`config.mk`:
```
export PLATFORM = sky130hd
export DESIGN_NAME = hs_monitor
export DESIGN_NICKNAME = d
export VERILOG_FILES = /design/src/rtl/hs_monitor_pkg.sv /design/src/rtl/hs_chan_fsm.sv /design/src/rtl/hs_monitor.sv
export SDC_FILE = /design/constraint.sdc
export NUM_CORES = 1
export LEC_CHECK = 0
export CAP_MARGIN = 40
export CORE_ASPECT_RATIO = 0.9
export CORE_MARGIN = 5
export CORE_UTILIZATION = 47
export DETAILED_ROUTE_END_ITERATION = 8
export MAX_ROUTING_LAYER = met4
export PLACE_DENSITY_LB_ADDON = 0.15
export SLEW_MARGIN = 20
export SYNTH_ARGS = -nofsm -noshare
export SYNTH_HDL_FRONTEND = slang
export SYNTH_SLANG_ARGS = --single-unit
```
`constraint.sdc`:
```
create_clock -name clk -period 3.58 [get_ports clk]
set_input_delay 0.895 -clock clk [delete_from_list [all_inputs] [get_ports clk]]
set_output_delay 0.895 -clock clk [all_outputs]
set_load 0.02 [all_outputs]
```
`src/rtl/hs_monitor_pkg.sv`:
```
// hs_monitor_pkg: shared types and constants for the req/gnt handshake monitor.
package hs_monitor_pkg;

   localparam int unsigned HS_ERR_W = 3;

   typedef enum logic [HS_ERR_W-1:0] {
      ERR_NONE     = 3'd0,
      ERR_EARLY    = 3'd1,
      ERR_TIMEOUT  = 3'd2,
      ERR_DROP     = 3'd3,
      ERR_SPURIOUS = 3'd4
   } err_type_e;

   typedef enum logic [1:0] {
      IDLE = 2'd0,
      WAIT = 2'd1,
      HELD = 2'd2
   } hs_state_e;

endpackage

```
`src/rtl/hs_chan_fsm.sv`:
```
// hs_chan_fsm: one channel's handshake tracker. Emits a registered violation
// code for one cycle on the edge where the violation is decided.
module hs_chan_fsm
   import hs_monitor_pkg::*;
#(
   parameter int unsigned MIN_LAT = 1,
   parameter int unsigned MAX_LAT = 1
) (
   input  logic                clk,
   input  logic                rst,
   input  logic                req,
   input  logic                gnt,
   output logic [HS_ERR_W-1:0] code
);

   localparam int unsigned   KW    = $clog2(MAX_LAT + 1);
   localparam logic [KW-1:0] MIN_K = KW'(MIN_LAT);
   localparam logic [KW-1:0] MAX_K = KW'(MAX_LAT);

   hs_state_e     state;
   logic [KW-1:0] k;

   // Channel FSM with latency counter; k is the number of edges since req was first seen.
   always_ff @(posedge clk) begin
      if (rst) begin
         state <= IDLE;
         k     <= '0;
         code  <= ERR_NONE;
      end else begin
         code <= ERR_NONE;
         case (state)
            IDLE: begin
               if (req && gnt) begin
                  state <= HELD;
                  if (MIN_LAT != 0) code <= ERR_EARLY;
               end else if (req) begin
                  state <= WAIT;
                  k     <= KW'(1);
               end else if (gnt) begin
                  code <= ERR_SPURIOUS;
               end
            end
            WAIT: begin
               if (gnt) begin
                  // grant closes the transaction even if req drops on the same sample
                  state <= HELD;
                  k     <= '0;
                  code  <= (k < MIN_K) ? ERR_EARLY : ERR_NONE;
               end else if (!req) begin
                  state <= IDLE;
                  k     <= '0;
                  code  <= ERR_DROP;
               end else if (k == MAX_K) begin
                  state <= HELD;
                  k     <= '0;
                  code  <= ERR_TIMEOUT;
               end else begin
                  k <= k + KW'(1);
               end
            end
            HELD: begin
               if (!req) state <= IDLE;
            end
            default: begin
               state <= IDLE;
               k     <= '0;
            end
         endcase
      end
   end

endmodule

```
`src/rtl/hs_monitor.sv`:
```
// hs_monitor: passive req/gnt latency monitor over NUM_CH channels.
// Define HS_MONITOR_SVA_EN to compile in per-channel concurrent assertions.
module hs_monitor
   import hs_monitor_pkg::*;
#(
   parameter int unsigned  NUM_CH  = 4,
   parameter int unsigned  MIN_LAT = 1,
   parameter int unsigned  MAX_LAT = 1,
   parameter int unsigned  CNT_W   = 16,
   localparam int unsigned CH_W    = (NUM_CH > 1) ? $clog2(NUM_CH) : 1
) (
   input  logic                clk,
   input  logic                rst,
   input  logic [NUM_CH-1:0]   req,
   input  logic [NUM_CH-1:0]   gnt,
   input  logic                clr,
   output logic                err_vld,
   output logic [CH_W-1:0]     err_ch,
   output logic [HS_ERR_W-1:0] err_type,
   output logic [NUM_CH-1:0]   err_sticky,
   output logic [CNT_W-1:0]    err_cnt
);

   localparam int unsigned PC_W  = $clog2(NUM_CH + 1);
   localparam int unsigned SUM_W = ((CNT_W > PC_W) ? CNT_W : PC_W) + 1;

   logic [HS_ERR_W-1:0] code [NUM_CH];
   logic [NUM_CH-1:0]   viol_c;
   logic [CH_W-1:0]     ch_c;
   logic [HS_ERR_W-1:0] type_c;
   logic [PC_W-1:0]     pop_c;
   logic [CNT_W-1:0]    cnt_base_c;
   logic [SUM_W-1:0]    sum_c;
   logic [CNT_W-1:0]    cnt_nxt_c;

   for (genvar g = 0; g < NUM_CH; g++) begin : g_ch
      hs_chan_fsm #(
         .MIN_LAT (MIN_LAT),
         .MAX_LAT (MAX_LAT)
      ) u_fsm (
         .clk  (clk),
         .rst  (rst),
         .req  (req[g]),
         .gnt  (gnt[g]),
         .code (code[g])
      );
      assign viol_c[g] = (code[g] != ERR_NONE);
   end

   // Lowest-index priority encode and popcount of this edge's violations.
   always_comb begin
      ch_c   = '0;
      type_c = '0;
      pop_c  = '0;
      for (int i = NUM_CH - 1; i >= 0; i--) begin
         if (viol_c[i]) begin
            ch_c   = CH_W'(i);
            type_c = code[i];
         end
      end
      for (int i = 0; i < NUM_CH; i++) begin
         pop_c = pop_c + PC_W'(viol_c[i]);
      end
   end

   // Saturating counter update; clr wipes the old count before new violations are added.
   always_comb begin
      cnt_base_c = clr ? '0 : err_cnt;
      sum_c      = SUM_W'(cnt_base_c) + SUM_W'(pop_c);
      cnt_nxt_c  = (sum_c > SUM_W'({CNT_W{1'b1}})) ? '1 : CNT_W'(sum_c);
   end

   // Registered status outputs.
   always_ff @(posedge clk) begin
      if (rst) begin
         err_vld    <= 1'b0;
         err_ch     <= '0;
         err_type   <= '0;
         err_sticky <= '0;
         err_cnt    <= '0;
      end else begin
         err_vld    <= |viol_c;
         err_ch     <= ch_c;
         err_type   <= type_c;
         err_sticky <= (clr ? '0 : err_sticky) | viol_c;
         err_cnt    <= cnt_nxt_c;
      end
   end

`ifdef HS_MONITOR_SVA_EN
   for (genvar g = 0; g < NUM_CH; g++) begin : g_sva
      HS_EARLY: assert property (@(posedge clk) disable iff (rst) code[g] != ERR_EARLY)
         else $error("hs_monitor: early grant on channel %0d", g);
      HS_TIMEOUT: assert property (@(posedge clk) disable iff (rst) code[g] != ERR_TIMEOUT)
         else $error("hs_monitor: grant timeout on channel %0d", g);
      HS_DROP: assert property (@(posedge clk) disable iff (rst) code[g] != ERR_DROP)
         else $error("hs_monitor: request dropped on channel %0d", g);
      HS_SPURIOUS: assert property (@(posedge clk) disable iff (rst) code[g] != ERR_SPURIOUS)
         else $error("hs_monitor: spurious grant on channel %0d", g);
   end
`else
   // assertions compiled out; pure RTL build
`endif

endmodule

```
### Word level (Yosys, flattened, before mapping)

Index checks and enable logic that the tools add are counted.

* register bits after elaboration: 50
* output and inout bits: 26
* input port bits: 11

* $add $sub $neg: 8
* equality and inequality tests: 28
* $lt $le $gt $ge: 5
* reductions and logical operators: 23
* multiplexer cells: 94
* bitwise logic cells: 5

Operators by type and width (count)
* 2-to-1 mux 3 bit: 24
* 2-to-1 mux 2 bit: 30
* 2-to-1 mux 16 bit: 2
* 2-to-1 mux 1 bit: 25
* inequality test 2 bit, second input constant: 12
* case mux 2 bit (3 select lines): 4
* case mux 3 bit (2 select lines): 4
* AND reduction 3 bit: 8
* adder 16 x 3 -> 17 bit: 1
* > comparator 17 x 16 -> 1 bit, second input constant: 1
* inequality test 4 x 3 -> 1 bit, second input constant: 4
* inequality test 3 x 2 -> 1 bit, second input constant: 4
* case mux 1 bit (3 select lines): 4
* nonzero test 3 bit: 4
* == test 2 x 1 -> 1 bit, second input constant: 4
* == test 2 bit, second input constant: 4
* logical NOT 2 bit: 4
* adder 1 bit, second input constant: 4
* logical AND 1 bit: 4
* less-than comparator 1 bit, second input constant: 4
* 2-to-1 mux 4 bit: 1
* inverter 1 bit: 4
* bitwise OR 4 bit: 1
* OR reduction 4 bit: 1
* 5 further kinds: 5

### Depth between registers and ports, before layout

* depth after elaboration: 7
* mapped depth: 12
* gate-level depth less buffers: 11

### Hierarchy

A second synthesis with hierarchy kept.

* cells, all modules: 240
* area total of the unflattened synthesis: 2280.9 µm²

Modules (own cells, without submodules)
* hs_monitor: instances 1, area each 1330.0 µm², cells each 144, seq. area each 520.5 µm²
* hs_chan_fsm: instances 4, area each 237.7 µm², cells each 24, seq. area each 120.1 µm²

### Least setup slack after synthesis

No wires, ideal clock.

* kind: input port to flip-flop
* from: in clr
* to: reg err_cnt[7]
* stages: 12
* library setup time: 73 ps
* arrival: 3017 ps
* slack: 490 ps
* required time: 3507 ps
* path buffers: 4
* path through: clkbuf_1 clkbuf_1 nand2b_1 fa_1 inv_1 fa_1 and4_1 nand2_1 or3_1 buf_2 buf_6 o22ai_2

* word-level cells in the longest chain between the ends: 4

RTL lines
* from (decl): RTL line hs_monitor.sv:16 `input logic clr,`
* 2-to-1 mux 16 bit (*): RTL line hs_monitor.sv:68 `cnt_base_c = clr ? '0 : err_cnt;`
* adder 16 x 3 -> 17 bit (*): RTL line hs_monitor.sv:69 `sum_c = SUM_W'(cnt_base_c) + SUM_W'(pop_c);`
* > comparator 17 x 16 -> 1 bit: RTL line hs_monitor.sv:70 `cnt_nxt_c = (sum_c > SUM_W'({CNT_W{1'b1}})) ? '1 : CNT_W'(sum_c);`
* 2-to-1 mux 16 bit (*): RTL line hs_monitor.sv:70
* to (signal assigned): RTL line hs_monitor.sv:86 `err_cnt <= cnt_nxt_c;`
* to (decl): RTL line hs_monitor.sv:21 `output logic [CNT_W-1:0] err_cnt`

Mark *: on every way between the ends. The rest lies on a longest branch, timed or not.
A chain may end at the register's enable or synchronous reset.

### Worst setup path after layout

* from: reg g_ch[1].u_fsm.code[0]
* to: reg err_cnt[3]

* word-level cells in the longest chain between the ends: 7

RTL lines
* from (decl): RTL line hs_chan_fsm.sv:13 `output logic [HS_ERR_W-1:0] code`
* from (signal assigned): RTL line hs_chan_fsm.sv:48 `code <= (k < MIN_K) ? ERR_EARLY : ERR_NONE;`
* nonzero test 3 bit (*): RTL line hs_monitor.sv:47 `assign viol_c[g] = (code[g] != ERR_NONE);`
* adder 1 x 1 -> 2 bit (*): RTL line hs_monitor.sv:62 `pop_c = pop_c + PC_W'(viol_c[i]);`
* adder 2 x 1 -> 3 bit (*): RTL line hs_monitor.sv:62
* adder 3 x 1 -> 3 bit (*): RTL line hs_monitor.sv:62
* adder 16 x 3 -> 17 bit (*): RTL line hs_monitor.sv:69
* > comparator 17 x 16 -> 1 bit: RTL line hs_monitor.sv:70
* 2-to-1 mux 16 bit (*): RTL line hs_monitor.sv:70

Marks and branches as above.

==> flow_metrics.py <==
metrics = {
    "critical_path": {
        "cp_num_buf_inv": 2,
        "path_depth": 11,
        "crit_path_start": "g_ch[1].u_fsm.code[0]",
        "setup.worst_path.class": "register to register",
        "critPathArrivalTime_ps": 3550,
        "crit_chain": "or3_1, inv_1, fa_1, fa_1, inv_1, fa_1, and4_1, nand2_1, or3_1, o21a_1, nor2_1",
        "r2r-start": "g_ch[1].u_fsm.code[0]",
        "path_max_fanout": 14,
        "reg2regPathDepth": 11,
        "reg2reg_slack_ps": 260,
        "start_kind": "register",
        "critical-path-slowest-cell": "or3_1",
        "path_delay_family": "simple AND/OR/NAND/NOR gates",
        "r2r_end": "err_cnt[3]",
        "cp_slowest_stage_delay_ps": 560,
        "critPathCapture": "err_cnt[3]",
        "required_ps": 3810,
        "end_kind": "register",
        "cp_common_cell": "fa_1",
    },
    "placement": {
        "placed_cell_area_um2": 2650,
        "port_buffers": 36,
        "dp_hpwl_mm": 3.37,
        "routabilityCongestion": 0.761,
    },
    "global_route": {
        "grt_pass1_wl_mm": 7.74,
        "grt_use_total": 0.165,
        "grt_pass1_vias": 1686,
        "grt_antenna_before_repair": 0,
        "grt-ovfl-total": 0,
        "grt_max_degree": 20,
    },
    "sta": {
        "worst_pin_slew_ps": 662,
        "skew_ps": 8.98,
        "hold_viol": 0,
        "final.min_clock_period_ps": 3320,
        "tns_ps": 0,
        "slew_headroom": 0.557,
        "period_share": 0.928,
        "slew_viol_final": 0,
        "rsz0062_at_grt": "no",
        "finalSetupViolations": 0,
        "max_freq_mhz": 301,
    },
    "synthesis": {
        "synth_simple_gate_area_frac": 0.260,
        "ys_warn_count": 0,
        "synth_xor_xnor_area_share": 0.0395,
        "yosysSeqAreaShare": 0.452,
        "ys_seq_elements": 50,
        "yosysUniqueCellTypes": 47,
        "yosys_most_used_dff": "dfxtp_1",
        "synth_top_family_by_area": "simple AND/OR/NAND/NOR gates",
        "netlist_instances": 251,
        "synth_nets": 267,
        "synth_edf_count": 0,
        "yosys-mux-area-fraction": 0,
        "synth_compound_area_frac": 0.169,
        "avgSynthCellArea_um2": 8.82,
        "synthArstFlopShare": 0,
        "netlist_area_um2": 2210,
        "synthAdderAreaFrac": 0.0384,
    },
    "clock_network": {
        "clk_latency_ps": 300,
        "cts.path.max_buffers": 2,
        "cts_resized": 0,
        "cts.clk_slew.worst_paths_ps": 90,
        "cts_tree": "yes",
        "h-tree-depth": 2,
        "postCtsHoldBufs": 0,
        "post_cts_buffers": 0,
        "cts-root-buf": "clkbuf_8",
        "cts.sinks": 50,
        "cts_made_buffers": 5,
    },
    "power_and_ir_drop": {
        "vdd_drop_max_mv": 0.235,
        "pwr-share-clk": 0.316,
        "netSwitchingPower_mw": 0.297,
        "p_int_mw": 0.873,
        "cellLeakagePower_nw": 1.03,
        "netSwitchingFraction": 0.254,
        "powerDensity_nw_per_um2": 423,
        "pwr-share-seq": 0.522,
        "combPwrFrac": 0.163,
    },
    "floorplan": {
        "ios": 37,
        "die-area_um2": 6190,
        "fp-row-count": 23,
        "core_area_um2": 4520,
        "die_width_um": 82.4,
        "start_util": 0.490,
        "die_height_um": 75.1,
    },
    "drt": {
        "via_count": 1843,
        "ant_nets": 0,
        "wirelength_mm": 4.57,
        "vias_per_cell": 5.21,
        "wire_per_inst_um": 12.9,
        "drc": 0,
        "drt_iter0_drc": 128,
        "dr.pass1.iters": 4,
    },
    "run_status": {
        "outcome": "finished clean",
    },
    "finish": {
        "layout-drive-gt1-share": 0.0788,
        "area_growth_pct": 24.8,
        "diodes": 0,
        "fin_util": 0.612,
        "final_cell_area_um2": 2760,
        "num-nets-final": 307,
    },
    "job": {
        "max_cap_viol_count": 0,
    },
    "hold_path": {
        "hold_class": "register to register",
        "min-delay-start": "g_ch[0].u_fsm.code[1]",
    },
}
==> through the flow <==
stage	total power, mW	hold WS [ps]	std cells	setup WS, ps
2_1_floorplan	0.735	426	251	490
3_3_place_gp	0.811	442	346	237
3_5_place_dp	0.815	444	346	124
4_1_cts	1.18	467	354	235
5_1_grt	1.23	488	354	58.7
6_report	1.17	462	354	257
==> per-layer routing <==
metal / up-vias / routed length, um / global-route usage
met5: - / 0 / -
met4: 0 / 24 / 0.0443
met3: 4 / 259 / 0.0323
met2: 42 / 1860 / 0.220
met1: 839 / 2420 / 0.249
li1: 958 / - / -
==> worst register-to-register path, delay by kind of cell, from the launching register on <==
kind	cells	cell delay [ps]
DFF	1	330
adders and majority gates	3	1110
buffers and inverters	2	240
and+or+nand+nor	5	1380
AOI/OAI and AO/OA	1	200
==> state kept, by name, summed over array words and instances (netlist names) <==
name and flops:
g_ch.u_fsm.state 8, err_cnt 16, err_vld 1, g_ch.u_fsm.code 12, err_type 3, err_ch 2, g_ch.u_fsm.k 4, err_sticky 4
==> worst min path at each step <==
| stage | endpoint | slack, ps | depth (start not counted) |
|---|---|---|---|
| after floorplan | err_type[1] | 430 | 2 |
| after detailed placement | err_type[1] | 440 | 2 |
| after global routing | err_type[1] | 490 | 2 |
| after global placement | err_type[1] | 440 | 2 |
| final | err_type[1] | 460 | 2 |
| after CTS | err_type[1] | 470 | 2 |
==> kinds of logic after synthesis <==
logic type	after synthesis
fa+ha+maj	5
simple gates	105
flops	50
buf+inv	21
compound gates	60
xor+xnor	10
==> cell usage after synthesis, drive strengths merged (2+ instances only) <==
cell / count / area share
or3: 2 / 0.0056
xor2: 3 / 0.012
nor2: 33 / 0.056
o21ai: 7 / 0.016
nor2b: 6 / 0.017
fa: 3 / 0.027
nor3: 14 / 0.032
a21oi: 31 / 0.073
nand3: 5 / 0.011
nand3b: 2 / 0.0068
nand2b: 13 / 0.037
clkbuf: 4 / 0.0068
and4: 2 / 0.0090
a31oi: 4 / 0.011
xnor2: 7 / 0.028
ha: 2 / 0.011
a2111oi: 3 / 0.012
o22ai: 2 / 0.0085
nor4b: 4 / 0.016
buf: 5 / 0.013
nand2: 9 / 0.015
o21a: 2 / 0.0068
and3: 2 / 0.0056
or2: 4 / 0.011
inv: 12 / 0.020
and4b: 2 / 0.0090
o21bai: 2 / 0.0068
dfxtp: 50 / 0.45
a2bb2oi: 3 / 0.012
==> cells in the final DEF, fill, tap and decap left out, drive strengths merged, types with 2 or more instances in the layout <==
cell,Yosys,layout
ha,2,2
o21a,2,2
nor4b,4,4
nor3,14,14
and4,2,2
a31oi,4,4
dfxtp,50,50
a21oi,31,31
o21bai,2,2
clkdlybuf4s50,0,36
xor2,3,3
a2111oi,3,3
nand2,9,9
buf,5,6
clkbuf,4,8
fa,3,3
nor2b,6,6
nand2b,13,13
o21ai,7,7
xnor2,7,7
or3,2,2
and4b,2,2
nor2,33,33
nand3,5,5
and3,2,2
nand3b,2,2
a2bb2oi,3,3
o22ai,2,2
inv,12,12
or2,4,4
==> power groups by stage <==
| stage | logic, mW | registers, mW | clock network, mW |
|---|---|---|---|
| floorplan | 0.0958 | 0.639 | 0 |
| global placement | 0.187 | 0.624 | 0 |
| detailed placement | 0.191 | 0.624 | 0 |
| CTS | 0.192 | 0.611 | 0.378 |
| global route | 0.212 | 0.616 | 0.407 |
| finish | 0.190 | 0.611 | 0.369 |
==> cell type report <==
class	instances	area, um^2
Inverter	12	45.0
Fill cell	411	1750
Multi-Input combinational cell	180	1120
Sequential cell	50	1000
Clock buffer	8	110
Timing Repair Buffer	42	405
Tap cell	62	77.6
No activity file was read; power rests on OpenSTA's default activity.
